===== config.mk =====
export PLATFORM = sky130hd
export DESIGN_NAME = ahb_lite_master
export DESIGN_NICKNAME = d
export VERILOG_FILES = /design/src/rtl/ahb_pkg.sv /design/src/rtl/ahb_lite_master.sv
export SDC_FILE = /design/constraint.sdc
export NUM_CORES = 1
export LEC_CHECK = 0
export ABC_AREA = 1
export BUFFER_PORTS_ARGS = -buffer_cell sky130_fd_sc_hd__buf_2
export CAP_MARGIN = 20
export CORE_UTILIZATION = 45
export DETAILED_ROUTE_END_ITERATION = 10
export PLACE_DENSITY_LB_ADDON = 0.1
export SLEW_MARGIN = 25
export SYNTH_ARGS = -nofsm -noshare
export SYNTH_HDL_FRONTEND = slang
export SYNTH_SLANG_ARGS = --single-unit

===== constraint.sdc =====
create_clock -name hclk -period 1.7 [get_ports hclk]
set_clock_uncertainty 0.1 [all_clocks]
set_input_delay 0.17 -clock hclk [delete_from_list [all_inputs] [get_ports hclk]]
set_output_delay 0.17 -clock hclk [all_outputs]
set_load 0.005 [all_outputs]

===== src/rtl/ahb_pkg.sv =====
// ahb_pkg: AHB-Lite encodings shared by the peripheral bus master and its slaves.
package ahb_pkg;
  typedef enum logic [1:0] {
    HTRANS_IDLE   = 2'b00,
    HTRANS_BUSY   = 2'b01,
    HTRANS_NONSEQ = 2'b10,
    HTRANS_SEQ    = 2'b11
  } htrans_e;
  typedef enum logic {
    HRESP_OKAY  = 1'b0,
    HRESP_ERROR = 1'b1
  } hresp_e;
  localparam logic [2:0] HBURST_SINGLE = 3'b000;
  localparam logic [2:0] HSIZE_BYTE    = 3'b000;
  localparam logic [2:0] HSIZE_HALF    = 3'b001;
  localparam logic [2:0] HSIZE_WORD    = 3'b010;
  // Sizes wider than a word are unsupported on this bus and count as misaligned.
  function automatic logic misaligned(input logic [2:0] size, input logic [1:0] lo);
    return (size == HSIZE_HALF) ? lo[0] : (size == HSIZE_WORD) ? |lo : (size > HSIZE_WORD);
  endfunction
endpackage


===== src/rtl/ahb_lite_master.sv =====
// ahb_lite_master: req/gnt/rsp to single AHB-Lite transfers, pipelined A/D slots.
module ahb_lite_master
  import ahb_pkg::*;
#(
  parameter int AWIDTH = 32,
  parameter int DWIDTH = 32
) (
  input  logic              hclk,
  input  logic              hreset,
  input  logic              req_i,
  input  logic              we_i,
  input  logic [AWIDTH-1:0] addr_i,
  input  logic [2:0]        size_i,
  input  logic [DWIDTH-1:0] wdata_i,
  output logic              gnt_o,
  output logic              rsp_valid_o,
  output logic              rsp_err_o,
  output logic [DWIDTH-1:0] rdata_o,
  output logic [AWIDTH-1:0] haddr_o,
  output logic [1:0]        htrans_o,
  output logic              hwrite_o,
  output logic [2:0]        hsize_o,
  output logic [2:0]        hburst_o,
  output logic [DWIDTH-1:0] hwdata_o,
  input  logic [DWIDTH-1:0] hrdata_i,
  input  logic              hready_i,
  input  logic              hresp_i
);
  logic              a_valid, a_mis, d_valid, d_write, d_mis, err_pend;
  logic [DWIDTH-1:0] a_wdata;
  logic              a_move, d_done;
  assign a_move   = a_valid && hready_i;
  assign d_done   = d_valid && hready_i;
  assign gnt_o    = req_i && !err_pend && (!a_valid || hready_i);
  assign htrans_o = (a_valid && !a_mis && !err_pend) ? HTRANS_NONSEQ : HTRANS_IDLE;
  assign hburst_o = HBURST_SINGLE;
  // An A-slot entry that moves while err_pend is set is the cancelled one; it rides on as a dummy.
  always_ff @(posedge hclk) begin
    if (hreset) begin
      a_valid     <= 1'b0;
      a_mis       <= 1'b0;
      haddr_o     <= '0;
      hwrite_o    <= 1'b0;
      hsize_o     <= '0;
      a_wdata     <= '0;
      d_valid     <= 1'b0;
      d_write     <= 1'b0;
      d_mis       <= 1'b0;
      hwdata_o    <= '0;
      err_pend    <= 1'b0;
      rsp_valid_o <= 1'b0;
      rsp_err_o   <= 1'b0;
      rdata_o     <= '0;
    end else begin
      if (gnt_o) begin
        a_valid  <= 1'b1;
        a_mis    <= misaligned(size_i, addr_i[1:0]);
        haddr_o  <= addr_i;
        hwrite_o <= we_i;
        hsize_o  <= size_i;
        a_wdata  <= wdata_i;
      end else if (a_move) a_valid <= 1'b0;
      if (a_move) begin
        d_valid  <= 1'b1;
        d_write  <= hwrite_o;
        d_mis    <= a_mis || err_pend;
        hwdata_o <= a_wdata;
      end else if (d_done) d_valid <= 1'b0;
      err_pend    <= err_pend ? !hready_i : (d_valid && hresp_i && !hready_i);
      rsp_valid_o <= d_done;
      rsp_err_o   <= d_done && (hresp_i || d_mis);
      if (d_done && !d_write && !d_mis) rdata_o <= hrdata_i;
    end
  end
endmodule


## After elaboration in Yosys (flattened, before gate mapping)

Index checks and enable logic that the tools add are counted.

| operators by class | value |
|---|---|
| $lt $le $gt $ge | 1 |
| eq/ne operators | 2 |
| muxes and demuxes | 8 |
| reduce and logical (&&, ||, !) cells | 23 |

Operators by type and width:

| cell | number |
|---|---|
| $logic_and A1 B1 Y1 | 11 |
| $mux W1 | 7 |
| $logic_not A1 Y1 | 6 |
| $reduce_bool A2 Y1 | 2 |
| $eq A3 B1 Y1 const B | 1 |
| $eq A3 B2 Y1 const B | 1 |
| $gt A3 B2 Y1 const B | 1 |
| $logic_or A1 B1 Y1 | 3 |
| $mux W2 | 1 |
| $reduce_or A2 Y1 | 1 |

| word-level totals | value |
|---|---|
| bits in registers | 140 |
| bits of input ports | 105 |
| output and inout port bits | 108 |

## Depth between registers and ports, before layout

Gate-level depths: netlist of the first run.

| depth | value |
|---|---|
| depth in word-level cells | 4 |
| depth in mapped cells | 8 |
| gate-level depth less buffers | 6 |

## Worst setup path before layout of the first run

OpenSTA, ideal clock, no wires.

| path | value |
|---|---|
| path kind | reg-to-reg |
| from | register err_pend |
| to | register haddr_o[2] |
| library setup time | 0.113 ns |
| data arrival time | 1.016 ns |
| data required time | 1.487 ns |
| slack | 0.471 ns |
| stages on the path, launching flop included | 7 |
| buffers on the path | 2 |
| clock period less this slack | 1.229 ns |
| path through | dfxtp_1 > nor2_4 > buf_2 > buf_2 > nand3b_1 > nand2_1 > nor2_1 |

| on the way | value |
|---|---|
| longest elaborated chain between the ends | 3 |

RTL lines:

| item | line | RTL |
|---|---|---|
| from (decl) | ahb_lite_master.sv:29 | `logic a_valid, a_mis, d_valid, d_write, d_mis, err_pend;` |
| from (signal assigned) | ahb_lite_master.sv:69 | `err_pend <= err_pend ? !hready_i : (d_valid && hresp_i && !hready_i);` |
| $logic_not A1 Y1 | ahb_lite_master.sv:34 | `assign gnt_o = req_i && !err_pend && (!a_valid \|\| hready_i);` |
| $logic_and A1 B1 Y1 (2 in series) | ahb_lite_master.sv:34 |  |
| to (signal assigned) | ahb_lite_master.sv:58 | `haddr_o <= addr_i;` |
| to (decl) | ahb_lite_master.sv:19 | `output logic [AWIDTH-1:0] haddr_o,` |

Every way passes these cells.
A chain may end at the register's enable or synchronous reset.

## Worst setup path after layout of the first run

| path | value |
|---|---|
| from | input port hready_i |
| to | output port gnt_o |

| on the way | value |
|---|---|
| longest elaborated chain between the ends | 2 |

RTL lines:

| item | line | RTL |
|---|---|---|
| from (decl) | ahb_lite_master.sv:26 | `input logic hready_i,` |
| $logic_or A1 B1 Y1 | ahb_lite_master.sv:34 |  |
| $logic_and A1 B1 Y1 | ahb_lite_master.sv:34 |  |
| to (decl) | ahb_lite_master.sv:15 | `output logic gnt_o,` |

Every way passes these cells.

==> results of run 1 <==
[layout make-up]
type	instances	area, sq um	share of cell area (%)
Timing Repair Buffer	323	2220	27.0
Multi-Input combinational cell	529	2440	29.7
Clock inverter	1	5.00	0.0609
Clock buffer	28	527	6.41
Tap cell	147	184	2.24
Sequential cell	140	2800	34.1
Inverter	9	38.8	0.472
[stage by stage]
stage	power, W	std cells
floorplan	0.00420	732
global placement	0.00455	1048
detailed placement	0.00458	1048
CTS	0.00811	1177
global route	0.00841	1177
finish	0.00804	1177
[state kept, by name, indices dropped and copies added (netlist names)]
register,cells
a_mis,1
haddr_o,32
rsp_err_o,1
rsp_valid_o,1
hwdata_o,32
hwrite_o,1
a_wdata,32
hsize_o,3
d_mis,1
d_write,1
err_pend,1
d_valid,1
a_valid,1
rdata_o,32
[worst max-delay path by stage]
stage,slack (ps),endpoint
after detailed placement,270,a_wdata[8]
final,60,gnt_o
after global placement,310,a_wdata[6]
after CTS,20,gnt_o
after floorplan,470,haddr_o[2]
after global routing,20,gnt_o
[logic make-up after synthesis]
kind of cell / synth area share [%]
and+or+nand+nor: 40.0
other: 0.0679
DFF: 50.7
buffers and inverters: 5.41
AOI/OAI and AO/OA: 3.76
[routing by layer]
metal	up-vias	GRT usage [%]	share of wire (%)
met5	-	0	0
met4	0	13.8	3.3
met3	41	6.16	5.3
met2	192	42.5	50
met1	2563	26.6	42
li1	2861	-	-
[what timing repair did]
action | CTS | global route
setup endpoints to repair | 0 | 1
endpoints found under the hold margin | 104 | 0
gates resized for setup | 0 | 1
hold buffers | 100 | 0
[cell usage in the layout, fill, tap and decap left out, types with 5 or more instances in the layout]
cell | Yosys | routed
o21ai_0 | 36 | 36
buf_12 | 0 | 5
clkbuf_8 | 0 | 6
buf_2 | 23 | 208
nor2_1 | 271 | 270
nand2_1 | 109 | 109
buf_4 | 5 | 10
dlygate4sd3_1 | 0 | 100
nand3b_1 | 100 | 100
clkbuf_16 | 0 | 17
inv_1 | 5 | 5
clkbuf_1 | 19 | 5
dfxtp_1 | 140 | 140
[Yosys cell counts]
library cell | count | area (sq um)
nor2_1 | 271 | 1020
dfxtp_1 | 140 | 2800
nand2_1 | 109 | 409
nand3b_1 | 100 | 751
o21ai_0 | 36 | 180
buf_2 | 23 | 115
clkbuf_1 | 19 | 71.3
buf_1 | 5 | 18.8
buf_4 | 5 | 37.5
inv_1 | 5 | 18.8
a21oi_1 | 4 | 20.0
inv_2 | 4 | 15.0
buf_6 | 2 | 22.5
conb_1 | 1 | 3.75
nand2_2 | 1 | 6.26
nand3_1 | 1 | 5.00
nor2_4 | 1 | 11.3
nor3_2 | 1 | 10.0
o21a_1 | 1 | 7.51
[where the power goes]
part	internal (W)	switching [W]	total (W)	leakage, nW
Sequential	0.00349	0.000105	0.00360	1.15
Clock	0.00207	0.00126	0.00333	0.262
Combinational	0.000573	0.000538	0.00111	2.59
Total	0.00614	0.00190	0.00804	4.00
[worst register-to-register path: stages (launching register included)]
cell and delay (ps):
dfxtp_1 350, nor2_4 150, nand2_1 130, inv_4 150, buf_4 280, nor2_1 70
nor2_1 130
==> flow_summary.json, run 1 <==
{
  "outcome": "finished, final reports clean",
  "num_vias": 5657,
  "cts_buffer_depth": 2,
  "holdPathEnd": "rdata_o[30]",
  "syn_area_sq_mm": 0.00552,
  "grt_overflow": 0,
  "avgSynthCellArea_sq_um": 7.58,
  "path_cells": "dlygate4sd3_1, buf_2, inv_2, nand2_2, nand2_1, inv_4, buf_2",
  "place_ws_ps": 270,
  "grt_pass1_wl_microns": 24500,
  "r2r_end": "haddr_o[23]",
  "yosys_warnings": 0,
  "h-tree-depth": 4,
  "grt_max_degree": 69,
  "grt_setup_unrepaired": "false",
  "hold_ws_ps": 21.0,
  "path_buf_inv": 5,
  "worstSkewPairLatency_ps": 410,
  "io_pins": 213,
  "numCtsBuffers": 17,
  "core_area_sq_mm": 0.0120,
  "drtIter0Drc": 309,
  "die_h_microns": 113,
  "drive_gt1_share_pct": 24.8,
  "crit_path_end_kind": "output port",
  "row_count": 40,
  "cpPeakStageDelay_ps": 550,
  "dr.pass1.iters": 4,
  "fmax_ghz": 0.611,
  "final_core_util_pct": 68.4,
  "gp_congestion": 0.742,
  "clk_pin_slew_ps": 50,
  "cp_common_cell": "buf_2",
  "grtUsageTotal_pct": 24.2,
  "finalSetupViolCount": 0,
  "r2r_slack_ps": 280,
  "hpwl_microns": 9280,
  "via_per_inst": 4.81,
  "worstPathMaxFanout": 10,
  "post_drt_wl_per_cell_microns": 13.1,
  "antennaDiodeCount": 0,
  "hold_viol": 0,
  "final_area_sq_mm": 0.00822,
  "min_path_type": "in2reg",
  "drc_errors": 0,
  "worst_path_dominant_cell_family": "buffers and inverters",
  "holdPathStages": 4,
  "leakagePower_nw": 4.00,
  "die_area_sq_mm": 0.0127,
  "start_kind": "input pin",
  "critical_path_arrival_ps": 1370,
  "crit_required_ps": 1430,
  "finalSetupTns_ps": 0,
  "ir_worst_vdd_uv": 604,
  "synth_cells": 729,
  "ys_seq_elements": 140,
  "yosysSeqAreaShare_pct": 50.7,
  "worst_r2r_path_depth": 6,
  "postCtsSetupRepairBufs": 0,
  "min_from": "hrdata_i[30]",
  "critPathLaunch": "hready_i",
  "wl_microns": 15500,
  "slowest_stage": "dlygate4sd3_1",
  "fin_nets": 1125,
  "start_util_pct": 46.0,
  "p_per_area_mw_per_mm2": 978,
  "layout_setup_ws_ps": 63.1,
  "cts_tree": "yes",
  "fin_crit_ps": 1640,
  "fillerInstances": 1029,
  "cts_root_buf": "clkbuf_16",
  "grt_pass1_vias": 5310,
  "r2r-start": "err_pend",
  "port_buffers": 208,
  "cp.depth": 7,
  "maxCapViolCount": 0,
  "drtAntennaViolNets": 0,
  "yosysUniqueCellTypes": 19,
  "area_delta_synth_final_pct": 48.8,
  "antenna_found_initial": 0,
  "fin_crit_sh_pct": 96.3,
  "numClockSinks": 140,
  "critical_path_class": "in2out",
  "post_dp_cell_area_sq_mm": 0.00668,
  "slew_viol_final": 0,
  "die_w_microns": 113
}
Power figures use the tool's default switching activity.
==> inputs of run 2 (changes only) <==
- REMOVE_ABC_BUFFERS: unset -> 1
==> flow_summary.json, run 2 (synthesis gave the netlist of run 1 again) <==
{
  "cp_common_cell": "nand2_2",
  "critPathLaunch": "a_valid",
  "crit_required_ps": 1430,
  "numClockSinks": 140,
  "cts_buffer_depth": 2,
  "cp.depth": 5,
  "die_h_microns": 113,
  "drtAntennaViolNets": 0,
  "gr-usage-met2_pct": 41.4,
  "ir_worst_vdd_uv": 954,
  "cts_tree": "yes",
  "busiest_layer": "met2",
  "r2r_slack_ps": 170,
  "maxCapViolCount": 0,
  "via_per_inst": 4.70,
  "cpPeakStageDelay_ps": 370,
  "wl_microns": 15100,
  "finalSetupViolCount": 0,
  "gp_congestion": 0.803,
  "fmax_ghz": 0.616,
  "port_buffers": 208,
  "area_delta_synth_final_pct": 51.3,
  "fin_crit_ps": 1620,
  "start_util_pct": 46.0,
  "worstSkewPairLatency_ps": 420,
  "crit_path_end_kind": "output port",
  "min_path_type": "in2reg",
  "grt_setup_unrepaired": "false",
  "p_per_area_mw_per_mm2": 1010,
  "start_kind": "flop",
  "tightest_slew_ps": 654,
  "grt_pass1_wl_microns": 24200,
  "path_cells": "nand2_2, nand2_2, inv_2, buf_12, buf_2",
  "hold_viol": 0,
  "r2r_end": "d_mis",
  "worst_r2r_path_depth": 4,
  "num_vias": 5553,
  "grt_max_degree": 59,
  "outcome": "finished, final reports clean",
  "antennaDiodeCount": 0,
  "leakagePower_nw": 4.09,
  "drive_gt1_share_pct": 25.5,
  "slowest_stage": "dfxtp_1",
  "worstPathMaxFanout": 14,
  "grt_pass1_vias": 5169,
  "die_area_sq_mm": 0.0127,
  "clk_pin_slew_ps": 60,
  "numCtsBuffers": 17,
  "post_drt_wl_per_cell_microns": 12.8,
  "slew_viol_final": 0,
  "core_area_sq_mm": 0.0120,
  "fin_nets": 1127,
  "finalSetupTns_ps": 0,
  "hpwl_microns": 8750,
  "layout_commonest_cell": "nor2_1",
  "row_count": 40,
  "endpoint": "gnt_o",
  "die_w_microns": 113,
  "r2r-start": "a_valid",
  "drtIter0Drc": 291,
  "grt_overflow": 0,
  "final_cell_mix": "nor2_1, buf_2, dfxtp_1, nand2_1, dlygate4sd3_1",
  "h-tree-depth": 4,
  "grtUsageTotal_pct": 24.3,
  "cts_root_buf": "clkbuf_16",
  "grt_use_met3_pct": 8.19,
  "antenna_found_initial": 0,
  "fin_crit_sh_pct": 95.6,
  "maxSlewHeadroom_pct": 56.3,
  "path_buf_inv": 3,
  "gr-usage-met1_pct": 28.2,
  "hold_ws_ps": 20.7,
  "finalPower_w": 0.00844,
  "critical_path_class": "reg2out",
  "dr.pass1.iters": 4,
  "critical_path_arrival_ps": 1350,
  "drc_errors": 0,
  "worst_path_dominant_cell_family": "flip-flops",
  "io_pins": 213
}
[run 2: cell types whose count changed in the layout (fill, tap and decap cells not counted), moves of 2 or more]
| cell | delta |
|---|---|
| clkinv_2 | +3 |
| clkbuf_8 | +4 |
| dlygate4sd3_1 | +2 |
| clkbuf_1 | -5 |
| bufbuf_16 | +2 |
[run 2: cell type report]
cell class	count	area, sq um
sequential	140	2800
clock inverter	5	50.0
fill	991	3660
timing repair buffer	325	2270
inverter	9	36.3
tap	147	184
multi-input combinational	529	2440
clock buffer	27	563
[run 2: metal layers]
layer | share of wire (%) | vias up | routed length [microns]
li1 | - | 2878 | -
met1 | 43 | 2482 | 6550
met2 | 48 | 173 | 7220
met3 | 6.8 | 20 | 1030
met4 | 1.9 | 0 | 286
met5 | 0 | - | 0
[run 2: where the power goes]
part           switching [W]  total (W)  internal [W]
Combinational       0.000539    0.00114      0.000596
Clock                0.00132    0.00372       0.00239
Sequential         0.0000995    0.00359       0.00349
[run 2: worst min-delay path by stage]
stage / start / to / slack (ps) / cells after the start
after floorplan: hreset / a_valid / 140 / 1
after global placement: hresp_i / rsp_err_o / 300 / 2
after detailed placement: hresp_i / rsp_err_o / 300 / 2
after CTS: hrdata_i[26] / rdata_o[26] / 3 / 4
after global routing: hrdata_i[26] / rdata_o[26] / 10 / 4
final: hrdata_i[26] / rdata_o[26] / 20 / 4
[run 2: what timing repair did]
item,in CTS,in global routing
hold buffers,102,0
gates cloned,2,0
setup buffers,1,0
hold endpoints to repair,105,0
gates resized for setup,1,0
setup endpoints to repair,1,1
pin swaps,0,1
[run 2: worst reg2reg max path, stage by stage (launching register included)]
cell,delay [ps]
dfxtp_1,370
nand2_1,100
inv_2,480
o21ai_0,240
a21oi_1,170
[run 2: per-stage QoR]
step	utilization [%]	instance area [sq um]	setup slack, ps	instances
after floorplan	-	5270	-614	678
after global placement	55.3	6650	233	1045
after detailed placement	55.3	6650	181	1045
after CTS	69.6	8350	34.9	1182
after global routing	69.6	8350	5.59	1182
final	69.6	8350	75.6	1182
==> inputs of run 3 (changes only) <==
- ABC_AREA: 1 -> unset
- CORE_UTILIZATION: 45 -> 48
==> flow_summary.json, run 3 <==
{
  "outcome": "finished, final reports clean",
  "path_buf_inv": 2,
  "synth.area.top_cells": "dfxtp_1, a21oi_1, nand2_1",
  "final-instance-count-excl-fill": 1075,
  "fin_nets": 1032,
  "fmax_ghz": 0.603,
  "yosysUniqueCellTypes": 25,
  "clk_pin_slew_ps": 60,
  "wl_microns": 16200,
  "dp_cells": 931,
  "layout_commonest_cell": "buf_2",
  "ys_seq_elements": 140,
  "port_buffers": 208,
  "gp_congestion": 0.778,
  "hpwl_microns": 8880,
  "maxCapViolCount": 0,
  "synth_ff_type": "dfxtp_1",
  "async_reset_ff_share_pct": 0,
  "cts_root_buf": "clkbuf_8",
  "fin_crit_ps": 1660,
  "crit_required_ps": 1430,
  "yosysSeqAreaShare_pct": 54.7,
  "critical_path_class": "reg2out",
  "post_drt_wl_per_cell_microns": 15.1,
  "min_from": "req_i",
  "synth.top_cell.area_share_pct": 54.7,
  "die_w_microns": 105,
  "path_cells": "nand2b_4, buf_12, nor2_4, buf_2",
  "grtUsageTotal_pct": 28.9,
  "area_delta_synth_final_pct": 56.8,
  "grt_overflow": 0,
  "leakagePower_nw": 3.49,
  "yosysMostFrequentCell": "dfxtp_1",
  "drtAntennaViolNets": 0,
  "finalSetupTns_ps": 0,
  "drive_gt1_share_pct": 28.8,
  "avgSynthCellArea_sq_um": 8.12,
  "ir_worst_vdd_uv": 572,
  "io_pins": 213,
  "start_util_pct": 49.7,
  "cts_buffer_depth": 2,
  "numCtsBuffers": 17,
  "finalSetupViolCount": 0,
  "worstPathMaxFanout": 15,
  "critPathLaunch": "err_pend",
  "h-tree-depth": 4,
  "fin_crit_sh_pct": 97.5,
  "synth_cells": 631,
  "yosys_warnings": 0,
  "grt_pass1_wl_microns": 25300,
  "hold_viol": 0,
  "synth_top_area_cell": "dfxtp_1",
  "min_path_type": "in2reg",
  "die_h_microns": 105,
  "cpPeakStageDelay_ps": 360,
  "drtIter0Drc": 389,
  "worstSkewPairLatency_ps": 520,
  "num_vias": 5672,
  "synth-edff-count": 0,
  "die_area_sq_mm": 0.0111,
  "p_per_area_mw_per_mm2": 1010,
  "slowest_stage": "dfxtp_4",
  "grt_pass1_vias": 5390,
  "antenna_found_initial": 0,
  "numClockSinks": 140,
  "crit_path_end_kind": "output port",
  "antennaDiodeCount": 0,
  "row_count": 37,
  "r2r-start": "err_pend",
  "worst_path_dominant_cell_family": "flip-flops",
  "grt_max_degree": 48,
  "core_area_sq_mm": 0.0103,
  "final_cell_mix": "buf_2, a21oi_1, dfxtp_1, nand2_1, dlygate4sd3_1",
  "cts_tree": "yes",
  "critical_path_arrival_ps": 1390,
  "syn_area_sq_mm": 0.00513,
  "via_per_inst": 5.28,
  "drc_errors": 0,
  "start_kind": "flop",
  "synth_commonest_cells": "dfxtp_1, a21oi_1, nand2_1",
  "dr.pass1.iters": 5,
  "slew_viol_final": 0
}
## run 3: cell count changes after synthesis, moves of 8 or more
cell      previous run  this run
nand3_1              1        68
nor2_1             271         3
a21oi_1              4       138
clkbuf_1            19        27
o21ai_0             36        58
buf_4                5        13
o21ai_1              0        10
nand2_1            109       132
nand3b_1           100         0
## run 3: tightest hold or removal path, cell delays in order
cell     delay [ps]
buf_2           120
nor2b_4         170
nand3_1          80
a21oi_1          50
## run 3: worst paths after layout
kind             endpoint  slack, ps  cells after the start
min            a_wdata[4]         30                      4
max reg2reg   haddr_o[23]        130                      5
min reg2reg  hwdata_o[23]        350                      2
max                 gnt_o         40                      4
## run 3: repair_timing
item                       CTS  global route
pin swaps                    0             0
setup endpoints to repair    1             2
cloned                       2             0
setup buffers                3             3
hold endpoints to repair   111             0
hold buffers               105             0
gates resized for setup      4             3
## run 3: where the power goes
group | total (W) | switching (W) | internal (W)
logic | 0.000886 | 0.000420 | 0.000466
registers | 0.00348 | 0.0000651 | 0.00341
clock network | 0.00378 | 0.00136 | 0.00242
## run 3: layout make-up
| type | instances | area [sq um] |
|---|---|---|
| Clock buffer | 21 | 439 |
| Sequential cell | 140 | 2810 |
| Multi-Input combinational cell | 429 | 2040 |
| Tap cell | 136 | 170 |
| Fill cell | 714 | 2290 |
| Timing Repair Buffer | 339 | 2410 |
| Clock inverter | 10 | 166 |
## run 3: cells by family after synthesis
family / Yosys count / share of synthesized area (%)
buffers and inverters: 65 / 6.27
AOI/OAI and AO/OA: 209 / 20.6
DFF: 140 / 54.7
and+or+nand+nor: 216 / 18.4
other: 1 / 0.0732
## run 3: metrics by stage
step | util, % | hold WS (ps) | power [W] | worst slack [ps] | instance area (sq um)
detailed placement | 60.6 | 311 | 0.00419 | 194 | 6250
global placement | 60.6 | 307 | 0.00417 | 261 | 6250
finish | 77.8 | 34.8 | 0.00814 | 42.2 | 8040
CTS | 77.6 | 15.2 | 0.00815 | 19.9 | 8010
floorplan | - | 139 | 0.00380 | -1530 | 4820
global route | 77.8 | 36.7 | 0.00841 | -10.6 | 8040
## run 3: routing by layer
layer	vias to the layer above	global-route usage (%)	wire length (microns)
met5	-	0	0
met3	40	7.36	1080
met1	2646	32.2	6510
met4	0	13.7	463
li1	2732	-	-
met2	254	51.1	8120
